==> config.mk <==
export PLATFORM = sky130hd
export DESIGN_NAME = irq_mailbox
export DESIGN_NICKNAME = d
export VERILOG_FILES = /design/src/rtl/irq_mailbox_pkg.sv /design/src/rtl/irq_fifo.sv /design/src/rtl/irq_mailbox.sv
export SDC_FILE = /design/constraint.sdc
export NUM_CORES = 1
export LEC_CHECK = 0
export CORE_AREA = 5 5 177 196
export CTS_BUF_LIST = sky130_fd_sc_hd__clkbuf_4 sky130_fd_sc_hd__clkbuf_8
export DETAILED_ROUTE_END_ITERATION = 8
export DIE_AREA = 0 0 182 201
export PLACE_DENSITY = 0.58
export SKIP_LAST_GASP = 1
export SYNTH_ARGS = -nofsm -noshare
export SYNTH_HDL_FRONTEND = slang
export SYNTH_SLANG_ARGS = --single-unit
==> constraint.sdc <==
create_clock -name clk -period 17.45 [get_ports clk]
set_input_delay 5.235 -clock clk [delete_from_list [all_inputs] [get_ports clk]]
set_output_delay 5.235 -clock clk [all_outputs]
set_load 0.02 [all_outputs]
==> src/rtl/irq_mailbox_pkg.sv <==
// ----------------------------------------------------------------------------
// irq_mailbox_pkg
// Shared definitions for the interrupt mailbox: message width, the message
// layout as seen by the FIFO, and the delivery FSM state encodings.
// No ports (package).
// ----------------------------------------------------------------------------
package irq_mailbox_pkg;

    localparam int MSG_W = 64;

    typedef enum logic [1:0] {
        IRQ_IDLE  = 2'd0,
        IRQ_PULSE = 2'd1,
        IRQ_GAP   = 2'd2
    } irq_state_e;

    // r1 occupies the upper half so {r1, r0} concatenation maps directly.
    typedef struct packed {
        logic [31:0] r1;
        logic [31:0] r0;
    } irq_msg_t;

endpackage

==> src/rtl/irq_fifo.sv <==
// ----------------------------------------------------------------------------
// irq_fifo
// Synchronous show-ahead FIFO holding pending interrupt messages.
// Pointers carry one extra wrap bit so full and empty are distinguishable.
// Ports:
//   clk, rst_n : clock, asynchronous active-low reset
//   push, pop  : write / read requests (ignored when full / empty)
//   wdata      : message to write
//   rdata      : head entry, valid whenever empty is low
//   full,empty : registered status flags
//   count      : number of stored entries
// ----------------------------------------------------------------------------
module irq_fifo
    import irq_mailbox_pkg::*;
#(
    parameter  int DEPTH = 4,
    localparam int AW    = $clog2(DEPTH)
) (
    input  logic             clk,
    input  logic             rst_n,
    input  logic             push,
    input  logic             pop,
    input  logic [MSG_W-1:0] wdata,
    output logic [MSG_W-1:0] rdata,
    output logic             full,
    output logic             empty,
    output logic [AW:0]      count
);

    logic [MSG_W-1:0] mem [DEPTH];
    logic [AW:0]      wr_ptr;
    logic [AW:0]      rd_ptr;
    logic [AW:0]      wr_ptr_n;
    logic [AW:0]      rd_ptr_n;
    logic             do_push;
    logic             do_pop;

    // Full blocks a push even if a pop happens on the same edge (no bypass).
    assign do_push  = push && !full;
    assign do_pop   = pop && !empty;
    assign wr_ptr_n = wr_ptr + (AW+1)'(do_push);
    assign rd_ptr_n = rd_ptr + (AW+1)'(do_pop);

    // NOTE: sequential state uses non-blocking assignments so every register
    // samples the pre-edge values regardless of statement order.
    always_ff @(posedge clk or negedge rst_n) begin
        if (!rst_n) begin
            wr_ptr <= '0;
            rd_ptr <= '0;
            full   <= 1'b0;
            empty  <= 1'b1;
        end else begin
            wr_ptr <= wr_ptr_n;
            rd_ptr <= rd_ptr_n;
            full   <= (wr_ptr_n[AW] != rd_ptr_n[AW]) &&
                      (wr_ptr_n[AW-1:0] == rd_ptr_n[AW-1:0]);
            empty  <= (wr_ptr_n == rd_ptr_n);
        end
    end

    // NOTE: the storage array is deliberately not reset; the pointers alone
    // define which entries are valid, and an unreset array maps to plain RAM.
    always_ff @(posedge clk) begin
        if (do_push) begin
            mem[wr_ptr[AW-1:0]] <= wdata;
        end
    end

    assign rdata = mem[rd_ptr[AW-1:0]];
    assign count = wr_ptr - rd_ptr;

endmodule

==> src/rtl/irq_mailbox.sv <==
// ----------------------------------------------------------------------------
// irq_mailbox
// Queues 64-bit interrupt messages from peripherals and delivers them one at
// a time to the core as a fixed-length irq pulse with a stable payload,
// followed by a forced idle gap.
// Ports:
//   clk, rst_n              : clock, asynchronous active-low reset
//   en                      : core enable; gates pulse launch only
//   i_req_valid/o_req_ready : message handshake (ready == !full)
//   i_req_r0, i_req_r1      : message payload
//   o_irq, o_irq_r0/_r1     : interrupt pulse and payload to the core
//   o_pending               : queued messages, excluding the one in flight
//   o_busy                  : high while a pulse or gap is running
// ----------------------------------------------------------------------------
module irq_mailbox
    import irq_mailbox_pkg::*;
#(
    parameter  int DEPTH     = 4,
    parameter  int PULSE_LEN = 10,
    parameter  int GAP_LEN   = 16,
    parameter  int CNT_W     = 8,
    localparam int PW        = $clog2(DEPTH + 1)
) (
    input  logic          clk,
    input  logic          rst_n,
    input  logic          en,
    input  logic          i_req_valid,
    output logic          o_req_ready,
    input  logic [31:0]   i_req_r0,
    input  logic [31:0]   i_req_r1,
    output logic          o_irq,
    output logic [31:0]   o_irq_r0,
    output logic [31:0]   o_irq_r1,
    output logic [PW-1:0] o_pending,
    output logic          o_busy
);

    irq_state_e       state;
    irq_state_e       state_n;
    logic [CNT_W-1:0] timer;
    logic [CNT_W-1:0] timer_n;
    logic             irq_n;
    logic [31:0]      r0_n;
    logic [31:0]      r1_n;
    logic             busy_n;
    logic [PW-1:0]    pending_n;

    logic             fifo_full;
    logic             fifo_empty;
    logic [PW-1:0]    fifo_count;
    logic             push_ok;
    logic             pop;
    irq_msg_t         head;

    assign o_req_ready = !fifo_full;
    assign push_ok     = i_req_valid && !fifo_full;

    irq_fifo #(
        .DEPTH (DEPTH)
    ) u_fifo (
        .clk   (clk),
        .rst_n (rst_n),
        .push  (push_ok),
        .pop   (pop),
        .wdata ({i_req_r1, i_req_r0}),
        .rdata (head),
        .full  (fifo_full),
        .empty (fifo_empty),
        .count (fifo_count)
    );

    // NOTE: every signal written here is given a default first, so no path
    // leaves a value unassigned and no latch is inferred.
    always_comb begin
        state_n = state;
        timer_n = timer;
        irq_n   = o_irq;
        r0_n    = o_irq_r0;
        r1_n    = o_irq_r1;
        pop     = 1'b0;

        case (state)
            IRQ_IDLE: begin
                if (en && !fifo_empty) begin
                    pop     = 1'b1;
                    irq_n   = 1'b1;
                    r0_n    = head.r0;
                    r1_n    = head.r1;
                    timer_n = CNT_W'(PULSE_LEN - 1);
                    state_n = IRQ_PULSE;
                end
            end
            IRQ_PULSE: begin
                if (timer == '0) begin
                    irq_n = 1'b0;
                    if (GAP_LEN > 0) begin
                        timer_n = CNT_W'(GAP_LEN - 1);
                        state_n = IRQ_GAP;
                    end else begin
                        state_n = IRQ_IDLE;
                    end
                end else begin
                    timer_n = timer - CNT_W'(1);
                end
            end
            IRQ_GAP: begin
                if (timer == '0) begin
                    state_n = IRQ_IDLE;
                end else begin
                    timer_n = timer - CNT_W'(1);
                end
            end
            default: begin
                state_n = IRQ_IDLE;
            end
        endcase

        busy_n    = (state_n != IRQ_IDLE);
        // Tracks the FIFO occupancy after this edge; the launched message is
        // already popped, so it is excluded automatically.
        pending_n = fifo_count + PW'(push_ok) - PW'(pop);
    end

    always_ff @(posedge clk or negedge rst_n) begin
        if (!rst_n) begin
            state     <= IRQ_IDLE;
            timer     <= '0;
            o_irq     <= 1'b0;
            o_irq_r0  <= '0;
            o_irq_r1  <= '0;
            o_pending <= '0;
            o_busy    <= 1'b0;
        end else begin
            state     <= state_n;
            timer     <= timer_n;
            o_irq     <= irq_n;
            o_irq_r0  <= r0_n;
            o_irq_r1  <= r1_n;
            o_pending <= pending_n;
            o_busy    <= busy_n;
        end
    end

endmodule

==> results of run 1 <==
[per-stage QoR]
| step | total power, mW | setup slack, ns | instances | hold slack (ns) |
|---|---|---|---|---|
| global placement | 1.24 | 9.42 | 1274 | 0.456 |
| floorplan | 1.16 | 6.69 | 726 | 0.490 |
| detailed placement | 1.24 | 9.38 | 1274 | 0.462 |
| CTS | 1.93 | 10.0 | 1376 | 0.476 |
| global route | 1.99 | 9.78 | 1376 | 0.495 |
| finish | 1.90 | 10.05 | 1376 | 0.468 |
[sequential cells by signal, summed over array words and instances, names as in the netlist]
name,flops
o_busy,1
o_irq,1
o_irq_r0,32
o_irq_r1,32
o_pending,3
state,2
timer,8
u_fifo.empty,1
u_fifo.full,1
u_fifo.mem,256
u_fifo.rd_ptr,3
u_fifo.wr_ptr,3
[cell usage after synthesis, types with 2 or more instances]
| master | count | area share |
|---|---|---|
| nor4_1 | 2 | 0.00097 |
| xor2_1 | 4 | 0.0027 |
| a21oi_1 | 7 | 0.0027 |
| nor2_1 | 9 | 0.0026 |
| and3_1 | 2 | 0.00097 |
| edfxtp_1 | 256 | 0.60 |
| or4_1 | 3 | 0.0018 |
| xnor2_1 | 5 | 0.0034 |
| nor3_1 | 2 | 0.00078 |
| mux4_2 | 64 | 0.11 |
| a21o_1 | 2 | 0.0012 |
| fa_1 | 2 | 0.0031 |
| nand2_1 | 196 | 0.057 |
| ha_1 | 11 | 0.011 |
| buf_1 | 3 | 0.00088 |
| dfrtp_1 | 86 | 0.17 |
| clkbuf_1 | 19 | 0.0056 |
| buf_2 | 6 | 0.0023 |
| nor2b_1 | 3 | 0.0015 |
| o21ai_0 | 4 | 0.0016 |
| a22o_1 | 2 | 0.0014 |
| inv_1 | 13 | 0.0038 |
| nor3b_1 | 3 | 0.0018 |
[cells by family after synthesis]
group,Yosys count
xor gates and xnor gates,9
DFF,343
buffers and inverters,41
adders and majority gates,13
AOI/OAI and AO/OA,28
and+or+nand+nor,227
muxes,65
[per-layer routing]
metal | vias up | share of wire
met5 | - | 0.00050
met4 | 2 | 0.020
met3 | 48 | 0.056
met2 | 164 | 0.49
met1 | 3347 | 0.43
li1 | 3083 | -
[power groups by stage]
stage               combinational (mW)  clock (mW)  sequential (mW)
CTS                              0.182       0.707             1.04
global placement                 0.182           0             1.06
finish                           0.174       0.683             1.04
detailed placement               0.183           0             1.06
global route                     0.193       0.744             1.05
floorplan                       0.0949           0             1.06
[worst max-delay path, stage by stage]
cell             delay [ns]
clkdlybuf4s50_1        0.47
nor2b_1                0.30
nand2_1                0.14
nor2_4                 0.82
buf_4                  0.59
[final cells by class]
class                           instances  area (um2)
Timing Repair Buffer                  144        1420
Fill cell                            2794       16800
Multi-Input combinational cell        342        2850
Clock inverter                         18         110
Sequential cell                       343        9870
Tap cell                              432         541
Inverter                               13        48.8
Clock buffer                           84        1010
[path summary, 6_finish.rpt]
| kind | start | endpoint |
|---|---|---|
| max in group asynchronous | rst_n | o_irq_r0[6] |
| min in group asynchronous | rst_n | state[1] |
| min reg2reg | o_irq_r0[28] | o_irq_r0[28] |
| max reg2reg | state[0] | o_pending[2] |
| max | i_req_valid | u_fifo.mem[2][6] |
| min | o_irq_r0[28] | o_irq_r0[28] |
==> out/metrics.cfg, run 1 <==
[outcome]
status = finished, final reports clean

[power_and_ir_drop]
internal_power_mw = 1.46
power.share.clock = 0.360
power.switching_fraction = 0.230
comb_power_share = 0.092
netSwitchingPower_mw = 0.436
p_seq_frac = 0.548
vdd_drop_max_uv = 64.3
power_per_cell_area_mw_per_mm2 = 120
leakage_power_nw = 5.89

[synthesis]
synth_simple_gate_area_share = 0.0714
netlist_area_mm2 = 0.0128
netlist_instances = 726
synth_edf_count = 256
ys.warnings.count = 0
post_synthesis_net_count = 807
dominant_combinational_cell_family_by_area_after_synthesis = multiplexers
synth_xor_area_frac = 0.00613
compound_cell_area_share_of_the_yosys_netlist = 0.0153
ffs_w_async_s_r_synth = 0.254
ys_dominant_reg_cell = edfxtp_1
synth.mux.area_fraction = 0.113
avgSynthCellArea_um2 = 17.7
synth_seq_area_share = 0.768
yosysUniqueCellTypes = 45
yosys_register_bits = 343
synth_fa_ha_area_frac = 0.0138

[clock_network]
cts.sinks = 343
hold_buffers = 0
count_of_h_tree_levels_built_during_cts = 2
clkLatencyLatePin_ns = 0.58
worst_setup_hold_path_clk_slew_ns = 0.05
cts-resized-gates = 0
post_cts_buffers = 0
max-clock-path-buffers = 3
clock_tree.root_cell = clkbuf_8
tritoncts_clock_tree = done
cts_inserted_buffers = 55

[place]
place_hpwl_um = 14300
rd_place_congestion = 0.726
place_area_mm2 = 0.0147
placement.io_buffers = 137

[critical_path]
rrSetupSlack_ns = 14.42
worstPathArrival_ns = 7.61
crit_required_ns = 17.65
ff2ff_path_depth = 11
crit_path_end_kind = flop
worst-setup-path-type = in -> reg
timing.critical_path.from_type = primary input
timing.critical_path.fanout_max = 33

[global_routing]
antenna_found_initial = 1
total_routing_usage_gr = 0.143
global_route_wire_length_before_repair_um = 40800
grt.met2_usage = 0.240
via_count_of_the_first_global_routing_pass = 7168
grt_start_max_net_pins = 68
use_met1 = 0.188
global_route_hottest_layer = met2
met3_usage = 0.0335
globalRoute.totalOverflow = 0

[worst_hold_path]
timing.hold.worst_path_depth = 2
worstHoldPathType = reg -> reg

[sta]
grt_setup_unrepaired = false
timing.setup.tns_ns = 0
final_hold_viol_count = 0
setup_violations = 0
max_freq_ghz = 0.135
timing.slew.headroom = 0.284
clock-skew-final_ns = 0.0152
timing.final.crit_period_ns = 7.40
layout_worst_path_cycle_share = 0.424
finalMaxSlewViolations = 0
worstMarginPinSlew_ns = 1.07

[cells_and_area]
antennaDiodeCount = 0
finalCoreUtilization = 0.485
final_area_mm2 = 0.0159
mostFrequentLayoutCell = edfxtp_1
syn2layout_area_growth_pct = 23.4
drive_gt1_frac = 0.184
design.final.nets = 980
final_cell_mix = edfxtp_1, nand2_1, clkdlybuf4s50_1

[die]
chipHeight_um = 201
core-area_mm2 = 0.0327
row_count = 70
die-width_um = 182
start_util = 0.393
die-area_mm2 = 0.0366
io_pins = 138

[detailed_routing]
dr_total_vias = 6644
detail_route.wl_per_cell_um = 18.8
drt-vias-per-instance = 4.83
drt-initial-drc-count = 379
drt_pre_antenna_iters = 4
ant_nets = 0
postRouteWirelength_um = 25800
remaining_drc_errors = 0

[job]
reported_max_cap_violation_count = 0

(Power assumes the default switching activity.)
==> inputs of run 2 (changes only) <==
==> constraint.sdc (replaced) <==
create_clock -name clk -period 7.8 [get_ports clk]
set_input_delay 2.34 -clock clk [delete_from_list [all_inputs] [get_ports clk]]
set_output_delay 2.34 -clock clk [all_outputs]
set_load 0.02 [all_outputs]
==> out/metrics.cfg, run 2 (synthesis gave the netlist of run 1 again) <==
[worst_hold_path]
timing.hold.worst_path_depth = 2
worstHoldPathType = reg -> reg

[critical_path]
critPathSlowestCell = buf_4
timing.critical_path.from_type = primary input
crit_required_ns = 8.01
setup.worst_path.start = i_req_valid
worst-setup-path-type = in -> reg
cp.depth = 5
worst_r2r_endpoint = u_fifo.empty
rrSetupSlack_ns = 5.11
critPathMaxStageDelay_ns = 0.68
ff2ff_path_depth = 10
worstPathCellList = clkdlybuf4s50_1 -> nor2b_1 -> nand2_1 -> nor2_4 -> buf_4
worst_path_dominant_cell_family = buffers and inverters
critical_path_buf_inv_count = 2
timing.critical_path.fanout_max = 45
r2r-start = state[0]
timing.critical_path.to = u_fifo.mem[2][12]
worstPathArrival_ns = 4.57
crit_path_end_kind = flop

[outcome]
status = finished, final reports clean

[sta]
setup_violations = 0
layout_worst_path_cycle_share = 0.559
timing.final.crit_period_ns = 4.36
timing.final.ws_setup_ns = 3.44
clock-skew-final_ns = 0.0131
timing.setup.tns_ns = 0
worstMarginPinSlew_ns = 1.07
finalMaxSlewViolations = 0
timing.slew.headroom = 0.288
final_hold_viol_count = 0
grt_setup_unrepaired = false
max_freq_ghz = 0.229

[clock_network]
clock_tree.root_cell = clkbuf_8
hold_buffers = 0
cts-resized-gates = 0
cts.sinks = 343
count_of_h_tree_levels_built_during_cts = 2
clkLatencyLatePin_ns = 0.59
post_cts_buffers = 0
worst_setup_hold_path_clk_slew_ns = 0.06
max-clock-path-buffers = 3
tritoncts_clock_tree = done
cts_inserted_buffers = 54

[power_and_ir_drop]
vdd_drop_max_uv = 125
power_per_cell_area_mw_per_mm2 = 272
leakage_power_nw = 5.94
p_total_mw = 4.33

[detailed_routing]
detail_route.wl_per_cell_um = 19.0
drt_pre_antenna_iters = 4
remaining_drc_errors = 0
dr_total_vias = 6624
ant_nets = 0
drt-initial-drc-count = 406
drt-vias-per-instance = 4.81
postRouteWirelength_um = 26100

[cells_and_area]
antennaDiodeCount = 0
drive_gt1_frac = 0.190
final_cell_mix = edfxtp_1, nand2_1, clkdlybuf4s50_1
syn2layout_area_growth_pct = 23.9
mostFrequentLayoutCell = edfxtp_1
design.final.nets = 980
largest_register_ff_count = 256
layout.cells.non_filler = 1376
finalCoreUtilization = 0.487

[global_routing]
via_count_of_the_first_global_routing_pass = 7240
global_route_wire_length_before_repair_um = 41500
globalRoute.totalOverflow = 0
total_routing_usage_gr = 0.146
antenna_found_initial = 0
grt_start_max_net_pins = 67

[place]
dp_cells = 1275
rd_place_congestion = 0.724
place_hpwl_um = 14800
detailedPlace.worstSlack_ns = 2.78
placement.io_buffers = 137

[die]
start_util = 0.393
chipHeight_um = 201
die-width_um = 182
io_pins = 138
die-area_mm2 = 0.0366
row_count = 70
core-area_mm2 = 0.0327

[job]
reported_max_cap_violation_count = 0

## run 2: per-stage QoR
step / instance area [um2] / hold slack [ns]
floorplan: 12900 / 0.490
detailed placement: 14700 / 0.461
global placement: 14700 / 0.457
finish: 15900 / 0.469
global route: 15900 / 0.482
CTS: 15900 / 0.476
## run 2: where the power goes
part           total (mW)  switching (mW)  internal [mW]  leakage, nW
registers            2.33          0.0610           2.27         3.53
clock network        1.60           0.685          0.920        0.631
logic               0.396           0.251          0.145         1.78
## run 2: area by class of cell
class                      instances  area (um2)
fill                            2762       16800
sequential                       343        9870
multi-input combinational        342        2850
timing repair buffer             145        1430
clock buffer                      80         995
tap                              432         541
clock inverter                    21         180
inverter                          13        48.8
## run 2: how the worst min path moves through the flow
stage,end,slack [ns],start
final,o_irq_r0[21],0.47,o_irq_r0[21]
after global routing,o_irq_r0[5],0.48,o_irq_r0[5]
after CTS,o_irq_r0[15],0.48,o_irq_r0[15]
after detailed placement,o_irq_r1[1],0.46,o_irq_r1[1]
after global placement,o_irq_r0[21],0.46,o_irq_r0[21]
after floorplan,u_fifo.rd_ptr[2],0.49,u_fifo.rd_ptr[2]
## run 2: worst register-to-register path: cells and delay by family, from the launching register on
kind / cells / cell delay [ns]
adders and majority gates: 3 / 0.70
xor gates and xnor gates: 2 / 0.40
buffers and inverters: 3 / 0.85
and+or+nand+nor: 2 / 0.32
DFF: 1 / 0.37
## run 2: per-layer routing
| metal | part of all wire | wire, um | up-vias | global-route usage |
|---|---|---|---|---|
| li1 | - | - | 3069 | - |
| met1 | 0.42 | 10900 | 3353 | 0.184 |
| met2 | 0.51 | 13300 | 156 | 0.254 |
| met3 | 0.051 | 1340 | 46 | 0.0321 |
| met4 | 0.022 | 563 | 0 | 0.0424 |
| met5 | 0 | 0 | - | 0 |
==> inputs of run 3 (changes only) <==
==> constraint.sdc (replaced) <==
create_clock -name clk -period 4.4 [get_ports clk]
set_input_delay 1.32 -clock clk [delete_from_list [all_inputs] [get_ports clk]]
set_output_delay 1.32 -clock clk [all_outputs]
set_load 0.02 [all_outputs]
==> out/metrics.cfg, run 3 (synthesis gave the netlist of run 1 again) <==
[global_routing]
antenna_found_initial = 0
global_route_wire_length_before_repair_um = 42500
total_routing_usage_gr = 0.148
grt_start_max_net_pins = 66
globalRoute.totalOverflow = 0
via_count_of_the_first_global_routing_pass = 7457

[power_and_ir_drop]
vdd_drop_max_uv = 229
p_seq_frac = 0.543
power.share.clock = 0.361
comb_power_share = 0.096
netSwitchingPower_mw = 1.76
leakage_power_nw = 5.96
internal_power_mw = 5.83
power_per_cell_area_mw_per_mm2 = 476
power.switching_fraction = 0.232

[cells_and_area]
antennaDiodeCount = 0
fillerInstances = 2781
largest_register_ff_count = 256
syn2layout_area_growth_pct = 24.2
mostFrequentLayoutCell = edfxtp_1
final_cell_mix = edfxtp_1, nand2_1, clkdlybuf4s50_1
design.final.nets = 985
drive_gt1_frac = 0.193

[critical_path]
worstPathArrival_ns = 3.47
worst_path_dominant_cell_family = adder cells
timing.critical_path.fanout_max = 3
timing.critical_path.to = o_pending[2]
ff2ff_path_depth = 10
worstPathCellList = clkdlybuf4s50_1 -> nand3b_1 -> fa_1 -> inv_1 -> fa_1 -> inv_1 -> ha_1 -> xor2_1 -> xnor2_1
worst-setup-path-type = in -> reg
rrSetupSlack_ns = 1.85
critPathMaxStageDelay_ns = 0.52
cp.depth = 9
crit_path_end_kind = flop
setup.worst_path.start = en
r2r-start = state[0]
critical_path_buf_inv_count = 3
critPathSlowestCell = clkdlybuf4s50_1
crit_required_ns = 4.90
timing.critical_path.from_type = primary input
worst_r2r_endpoint = o_pending[2]

[clock_network]
worst_setup_hold_path_clk_slew_ns = 0.06
cts_inserted_buffers = 55
post_cts_buffers = 0
cts.sinks = 343
clock_tree.root_cell = clkbuf_8
hold_buffers = 0
count_of_h_tree_levels_built_during_cts = 2
clkLatencyLatePin_ns = 0.58
tritoncts_clock_tree = done
cts-resized-gates = 0
max-clock-path-buffers = 3

[sta]
grt_setup_unrepaired = false
worst_hold_margin_ns = 0.469
timing.final.crit_period_ns = 2.97
clock-skew-final_ns = 0.0151
finalMaxSlewViolations = 0
timing.setup.tns_ns = 0
final_hold_viol_count = 0
worstMarginPinSlew_ns = 0.893
layout_worst_path_cycle_share = 0.675
max_freq_ghz = 0.337
setup_violations = 0
timing.slew.headroom = 0.404

[place]
place_hpwl_um = 14900
rd_place_congestion = 0.708
placement.io_buffers = 137

[worst_hold_path]
start_point_of_the_worst_hold_path = o_irq_r0[11]
worstHoldPathType = reg -> reg

[detailed_routing]
dr_total_vias = 6802
drt_pre_antenna_iters = 4
drt-initial-drc-count = 402
drt-vias-per-instance = 4.92
remaining_drc_errors = 0
postRouteWirelength_um = 26700
ant_nets = 0
detail_route.wl_per_cell_um = 19.3

[die]
die-area_mm2 = 0.0366
row_count = 70
io_pins = 138
core-area_mm2 = 0.0327
die-width_um = 182
chipHeight_um = 201
start_util = 0.393

[job]
reported_max_cap_violation_count = 0

[outcome]
status = finished, final reports clean

## run 3: cell type report
cell class | instances | area [um2] | area share
clock buffers | 90 | 1070 | 0.0670
clock inverters | 13 | 70.1 | 0.00439
inverters | 13 | 48.8 | 0.00306
multi-input cells | 342 | 2850 | 0.179
flip-flops and latches | 343 | 9870 | 0.619
well taps | 432 | 541 | 0.0339
repair buffers | 149 | 1510 | 0.0945
## run 3: how the worst min path moves through the flow
| stage | end | slack [ns] | depth (start not counted) |
|---|---|---|---|
| after global routing | o_irq_r1[9] | 0.49 | 2 |
| after floorplan | u_fifo.rd_ptr[2] | 0.49 | 1 |
| after CTS | o_irq_r0[11] | 0.48 | 2 |
| final | o_irq_r0[11] | 0.47 | 2 |
| after detailed placement | o_irq_r1[19] | 0.46 | 2 |
| after global placement | o_irq_r0[15] | 0.46 | 2 |
## run 3: metrics by stage
| step | cells | setup WS (ns) | utilization | cell area [um2] | total power, mW |
|---|---|---|---|---|---|
| floorplan | 726 | 0.669 | - | 12900 | 4.57 |
| global placement | 1279 | 0.821 | 0.454 | 14800 | 4.94 |
| detailed placement | 1279 | 0.829 | 0.454 | 14800 | 4.95 |
| CTS | 1382 | 1.37 | 0.489 | 16000 | 7.73 |
| global route | 1382 | 1.34 | 0.489 | 16000 | 7.95 |
| finish | 1382 | 1.43 | 0.489 | 16000 | 7.60 |
## run 3: tightest hold or removal path, cell delays in order, from the launching register on
cell and delay (ns):
dfrtp_1 0.34, nand2_1 0.05, nand2_1 0.05
## run 3: power groups by stage
stage	Sequential, mW	Clock (mW)	Combinational [mW]
final	4.13	2.74	0.728
after global placement	4.18	0	0.758
after CTS	4.13	2.84	0.761
after detailed placement	4.20	0	0.757
after floorplan	4.19	0	0.381
after global routing	4.16	2.99	0.805
## run 3: per-layer routing
metal / share of wire / GRT usage
met4: 0.017 / 0.0386
met2: 0.50 / 0.250
met3: 0.052 / 0.0370
met1: 0.43 / 0.194
met5: 0 / 0
